==> config.mk <==
export PLATFORM = sky130hd
export DESIGN_NAME = vga_timing_gen
export DESIGN_NICKNAME = d
export VERILOG_FILES = /design/src/rtl/vga_timing_gen.sv
export SDC_FILE = /design/constraint.sdc
export NUM_CORES = 1
export LEC_CHECK = 0
export CAP_MARGIN = 10
export CELL_PAD_IN_SITES_DETAIL_PLACEMENT = 2
export CELL_PAD_IN_SITES_GLOBAL_PLACEMENT = 2
export CORE_MARGIN = 3
export CORE_UTILIZATION = 25
export DETAILED_ROUTE_END_ITERATION = 10
export GPL_ROUTABILITY_DRIVEN = 1
export GPL_TIMING_DRIVEN = 0
export PLACE_DENSITY = 0.85
export SETUP_SLACK_MARGIN = 0.5
export SYNTH_ARGS = -nofsm -noshare
export SYNTH_HDL_FRONTEND = slang
export SYNTH_SLANG_ARGS = --single-unit
==> constraint.sdc <==
create_clock -name clk -period 1.51 [get_ports clk]
set_input_delay 0.151 -clock clk [delete_from_list [all_inputs] [get_ports clk]]
set_output_delay 0.151 -clock clk [all_outputs]
set_load 0.05 [all_outputs]
==> src/rtl/vga_timing_gen.sv <==
`default_nettype none
// ============================================================================
// Module   : vga_timing_gen
// Purpose  : Raster-scan timing master for the VGA display path. Produces the
//            col/row/valid scan for the compositor, registers the compositor
//            colour with forced blanking, and drives hsync/vsync. A one-clk
//            frame_tick marks the start of vertical blanking.
// Ports    : clk        - system clock
//            reset      - synchronous, active-high reset
//            col, row   - current raster position (registered counters)
//            valid      - position is inside the visible area
//            rgb_in     - compositor colour for the current col/row (RRGGBB)
//            rgb_out    - registered, blank-forced colour to the pins
//            hsync      - horizontal sync (polarity set by SYNC_ACTIVE)
//            vsync      - vertical sync (polarity set by SYNC_ACTIVE)
//            pix_en     - one-clk pixel-advance strobe
//            frame_tick - one-clk pulse at the start of vertical blanking
// Revision : 1.0 - initial release
// ============================================================================
module vga_timing_gen #(
    parameter int H_VISIBLE   = 640,
    parameter int H_FRONT     = 16,
    parameter int H_SYNC      = 96,
    parameter int H_BACK      = 48,
    parameter int V_VISIBLE   = 480,
    parameter int V_FRONT     = 10,
    parameter int V_SYNC      = 2,
    parameter int V_BACK      = 33,
    parameter bit SYNC_ACTIVE = 1'b0,
    parameter int PIX_DIV     = 1
) (
    input  logic       clk,
    input  logic       reset,
    output logic [9:0] col,
    output logic [9:0] row,
    output logic       valid,
    input  logic [5:0] rgb_in,
    output logic [5:0] rgb_out,
    output logic       hsync,
    output logic       vsync,
    output logic       pix_en,
    output logic       frame_tick
);

    localparam int c_h_total = H_VISIBLE + H_FRONT + H_SYNC + H_BACK;
    localparam int c_v_total = V_VISIBLE + V_FRONT + V_SYNC + V_BACK;

    // A divide-by-1 still needs a one-bit register that simply stays at 0.
    localparam int c_div_w = (PIX_DIV > 1) ? $clog2(PIX_DIV) : 1;
    localparam logic [c_div_w-1:0] c_div_max = c_div_w'(PIX_DIV - 1);

    localparam logic [9:0] c_h_vis   = 10'(H_VISIBLE);
    localparam logic [9:0] c_v_vis   = 10'(V_VISIBLE);
    localparam logic [9:0] c_h_last  = 10'(c_h_total - 1);
    localparam logic [9:0] c_v_last  = 10'(c_v_total - 1);
    localparam logic [9:0] c_hs_beg  = 10'(H_VISIBLE + H_FRONT);
    localparam logic [9:0] c_hs_end  = 10'(H_VISIBLE + H_FRONT + H_SYNC);
    localparam logic [9:0] c_vs_beg  = 10'(V_VISIBLE + V_FRONT);
    localparam logic [9:0] c_vs_end  = 10'(V_VISIBLE + V_FRONT + V_SYNC);
    // Last line before blanking: wrapping h on this line lands on (0, V_VISIBLE).
    localparam logic [9:0] c_v_pre_blank = 10'(V_VISIBLE - 1);

    generate
        if (c_h_total > 1024 || c_v_total > 1024 || PIX_DIV < 1) begin : g_param_check
            $error("vga_timing_gen: totals must be <= 1024 and PIX_DIV >= 1");
        end
    endgenerate

    logic [c_div_w-1:0] r_div;
    logic [9:0]         r_h;
    logic [9:0]         r_v;
    logic [5:0]         r_rgb;
    logic               r_hs;
    logic               r_vs;
    logic               r_tick;

    logic               w_pix_en;
    logic               w_valid;
    logic               w_h_wrap;

    assign w_pix_en = (r_div == c_div_max);
    assign w_valid  = (r_h < c_h_vis) && (r_v < c_v_vis);
    assign w_h_wrap = (r_h == c_h_last);

    always_ff @(posedge clk) begin
        if (reset) begin
            r_div  <= '0;
            r_h    <= '0;
            r_v    <= '0;
            r_rgb  <= '0;
            r_hs   <= ~SYNC_ACTIVE;
            r_vs   <= ~SYNC_ACTIVE;
            r_tick <= 1'b0;
        end else begin
            r_div  <= w_pix_en ? '0 : r_div + 1'b1;
            // Evaluated every clk so the pulse is one clk wide at any PIX_DIV.
            r_tick <= w_pix_en && w_h_wrap && (r_v == c_v_pre_blank);

            if (w_pix_en) begin
                if (w_h_wrap) begin
                    r_h <= '0;
                    r_v <= (r_v == c_v_last) ? '0 : r_v + 10'd1;
                end else begin
                    r_h <= r_h + 10'd1;
                end

                // Output stage samples the current position, so it trails
                // col/row by exactly one pixel.
                r_rgb <= w_valid ? rgb_in : 6'd0;
                r_hs  <= ((r_h >= c_hs_beg) && (r_h < c_hs_end)) ? SYNC_ACTIVE : ~SYNC_ACTIVE;
                r_vs  <= ((r_v >= c_vs_beg) && (r_v < c_vs_end)) ? SYNC_ACTIVE : ~SYNC_ACTIVE;
            end
        end
    end

    assign col        = r_h;
    assign row        = r_v;
    assign valid      = w_valid;
    assign rgb_out    = r_rgb;
    assign hsync      = r_hs;
    assign vsync      = r_vs;
    assign pix_en     = w_pix_en;
    assign frame_tick = r_tick;

endmodule
`default_nettype wire

==> flow_summary_export.csv <==
group,metric,value,unit
power_and_ir_drop,power.leakage,1.12,nW
setup_path,cp-end-kind,"register",
drt,vias,1629,
logic_synthesis,synth.area.mux_share,1.38,%
timing,fmax,0.601,GHz
placement,portBuffers,38,
drt,dr.pass1.iters,4,
cells_and_area,postLayoutCoreUtil,53.0,%
logic_synthesis,synth_xor_area_share,5.44,%
cells_and_area,multiInputGateArea,0.00115,mm2
grt,antenna_found_initial,0,
timing,post-route-period-util,110,%
drt,drt-total-wl,7250,um
grt,use_met1,25.1,%
grt,gr-total-overflow,0,
placement,place_inst,275,
run_status,violations,"setup timing",
placement,place_area,0.00204,mm2
logic_synthesis,yosysWarningCount,0,
cells_and_area,regArea,684,um2
cells_and_area,n_antenna_cell,0,
drt,drt.antenna.violating_nets,0,
logic_synthesis,synth_compound_area_share,12.2,%
power_and_ir_drop,p_per_area,597,mW/mm2
worst_hold_path,min_path_type,"in2reg",
clock_tree,insertion_delay,0.30,ns
grt,grt_max_degree,11,
logic_synthesis,synth_top_family_by_area,"simple AND/OR/NAND/NOR gates",
timing,clock_skew,0.00948,ns
logic_synthesis,async_reset_ff_share,0,%
clock_tree,cts.sink_count,30,
cells_and_area,nets,257,
placement,dpl.hpwl,3260,um
floorplan,core_area,0.00557,mm2
cells_and_area,synthToLayoutAreaGrowth,104,%
grt,grtUsageTotal,20.1,%
timing,relSlewSlack,54.4,%
cells_and_area,fin_cells,318,
logic_synthesis,synth_area_leaders,"dfxtp_1 41%, nand3_1 5.2%, nand2_1 4.7%",
setup_path,crit_required,1.74,ns
logic_synthesis,postSynthCellCount,165,
power_and_ir_drop,ir_drop,0.538,mV
clock_tree,cts_root_buffer,"clkbuf_8",
logic_synthesis,synth_ff_type,"dfxtp_1",
timing,rsz0062_at_grt,"true",
power_and_ir_drop,fin_total_pwr,1.76,mW
drt,vias_per_cell,5.12,
floorplan,rows,27,
floorplan,dieArea,0.00675,mm2
clock_tree,clk_pin_slew_worst_paths,0.07,ns
clock_tree,clk_path_buf_depth,2,
clock_tree,cts_tree,"yes",
drt,wl_per_cell,22.8,um
grt,grt_use_met2,32.2,%
floorplan,die-height,82.2,um
logic_synthesis,ys_seq_area_share,41.4,%
logic_synthesis,synthDistinctLibCells,45,
grt,top_usage_layer,"met2",
setup_path,crit_fanout,6,
floorplan,design.portCount,39,
timing,fin_crit,1.66,ns
drt,drcViolationCount,0,
setup_path,cp-start-kind,"register",
timing,worst_slack,-0.153,ns
run_status,outcome,"finished, violations left",
logic_synthesis,yosys.area_share.simple,32.0,%
logic_synthesis,synth_fp_nets,177,
grt,grt_first_pass_wirelength,9870,um
cells_and_area,drive_gt1_share,67.9,%
setup_path,worstSetupPathType,"reg2reg",
timing,drv_slew,0,
drt,drtIter0Drc,63,
logic_synthesis,synth_top_area_share,41.4,%
logic_synthesis,yosysTopAreaCell,"dfxtp_1",
timing,tightestPinTransition,0.683,ns
cells_and_area,final_area,0.00295,mm2
timing,setup_viol,18,
logic_synthesis,synth_edf_count,0,
logic_synthesis,synthAdderAreaFrac,3.45,%
logic_synthesis,syn_avg_cell_area,8.79,um2
job,max-cap-violations,0,
grt,grtUsageMet3,5.97,%
logic_synthesis,synth_area,0.00145,mm2
grt,grt_pass1_vias,1711,
clock_tree,cts_buffers,5,
logic_synthesis,synth-seq-cells,30,
timing,hold_viol,0,
cells_and_area,n_fill_cell,540,
placement,gp_congestion,0.732,
clock_tree,htree_levels,2,
setup_path,crit_arrival,1.89,ns
floorplan,start_util,26.0,%
floorplan,chipWidth,82.2,um
timing,hold_ws,0.420,ns
clock_tree,cts_hold_buf,0,
-- kinds of logic (layout without fill, tap and decap cells) --
logic type      Yosys count  after routing
mux                       2              2
simple gates             82             83
other cells               1              1
compound gates           26             26
xor+xnor                  9              9
flops                    30             30
fa+ha+maj                 4              4
buf+inv                  11             91
-- layout make-up --
type,instances,share of cell area [%]
clock inverters,1,0.169
multi-input cells,125,38.9
clock buffers,7,2.92
repair buffers,72,28.6
well taps,72,3.05
flip-flops and latches,30,23.2
plain buffers,4,1.69
inverters,7,1.48
-- worst max-delay path, cell delays in order (launching register included) --
cell	delay, ns
dfxtp_4	0.37
ha_4	0.13
and3b_2	0.23
nand4_4	0.15
buf_12	0.17
or3_4	0.39
a21oi_2	0.14
-- layout by cell type (no fill, tap or decap), types with 7 or more instances in the layout --
cell / instances
a21oi_2: 8
buf_4: 15
buf_6: 28
buf_8: 22
dfxtp_2: 7
dfxtp_4: 20
nand2_1: 15
nand3_1: 9
nor2_1: 7
-- registers in the layout, summed over array words and instances (netlist names) --
name,flops
col,10
frame_tick,1
hsync,1
r_div,1
rgb_out,6
row,10
vsync,1
-- where the power goes --
group / internal [mW] / switching (mW) / leakage, nW / total (mW)
clock network: 0.368 / 0.350 / 0.0482 / 0.718
logic: 0.100 / 0.147 / 0.809 / 0.247
registers: 0.778 / 0.0194 / 0.260 / 0.797
-- stage by stage --
step	setup WS (ns)	TNS, ns
2_1_floorplan	-0.153	-0.421
3_3_place_gp	-0.428	-0.799
3_5_place_dp	-0.446	-1.00
4_1_cts	-0.0869	-0.268
5_1_grt	-0.208	-2.34
6_report	-0.153	-1.30
-- Yosys cell counts, drive strengths merged (2+ instances only) --
| cell type | count |
|---|---|
| nor3 | 6 |
| and2 | 2 |
| o21ai | 5 |
| o31ai | 3 |
| ha | 4 |
| o311ai | 2 |
| dfxtp | 30 |
| nand4b | 2 |
| nand3 | 15 |
| xor2 | 5 |
| and4 | 2 |
| inv | 6 |
| a32oi | 2 |
| and3 | 3 |
| nand4 | 4 |
| nor2 | 14 |
| buf | 3 |
| xnor2 | 4 |
| a21oi | 10 |
| mux2i | 2 |
| nand2 | 18 |
| nor2b | 5 |
| and3b | 2 |
-- what timing repair did --
action / in CTS / in global routing
resized for setup: 259 / 90
pin swaps: 22 / 17
gates cloned: 0 / 1
setup buffers: 20 / 14
setup endpoints to repair: 60 / 59
-- final timing paths --
path / end / slack (ns) / start / cells after the start
max: row[5]$_SDFFE_PP0P_ / -0.15 / col[1]$_SDFFE_PP0N_ / 6
min reg2reg: rgb_out[3]$_SDFFE_PP0N_ / 0.50 / rgb_out[3]$_SDFFE_PP0N_ / 2
max reg2reg: row[5]$_SDFFE_PP0P_ / -0.15 / col[1]$_SDFFE_PP0N_ / 6
min: row[2]$_SDFFE_PP0P_ / 0.42 / reset / 2
-- metal layers --
layer  wire length (um)  up-vias
met3                262       13
met4                187        0
met2               3790       43
met5                  0        -
met1               3010      813
li1                   -      760
(Power assumes the default switching activity.)
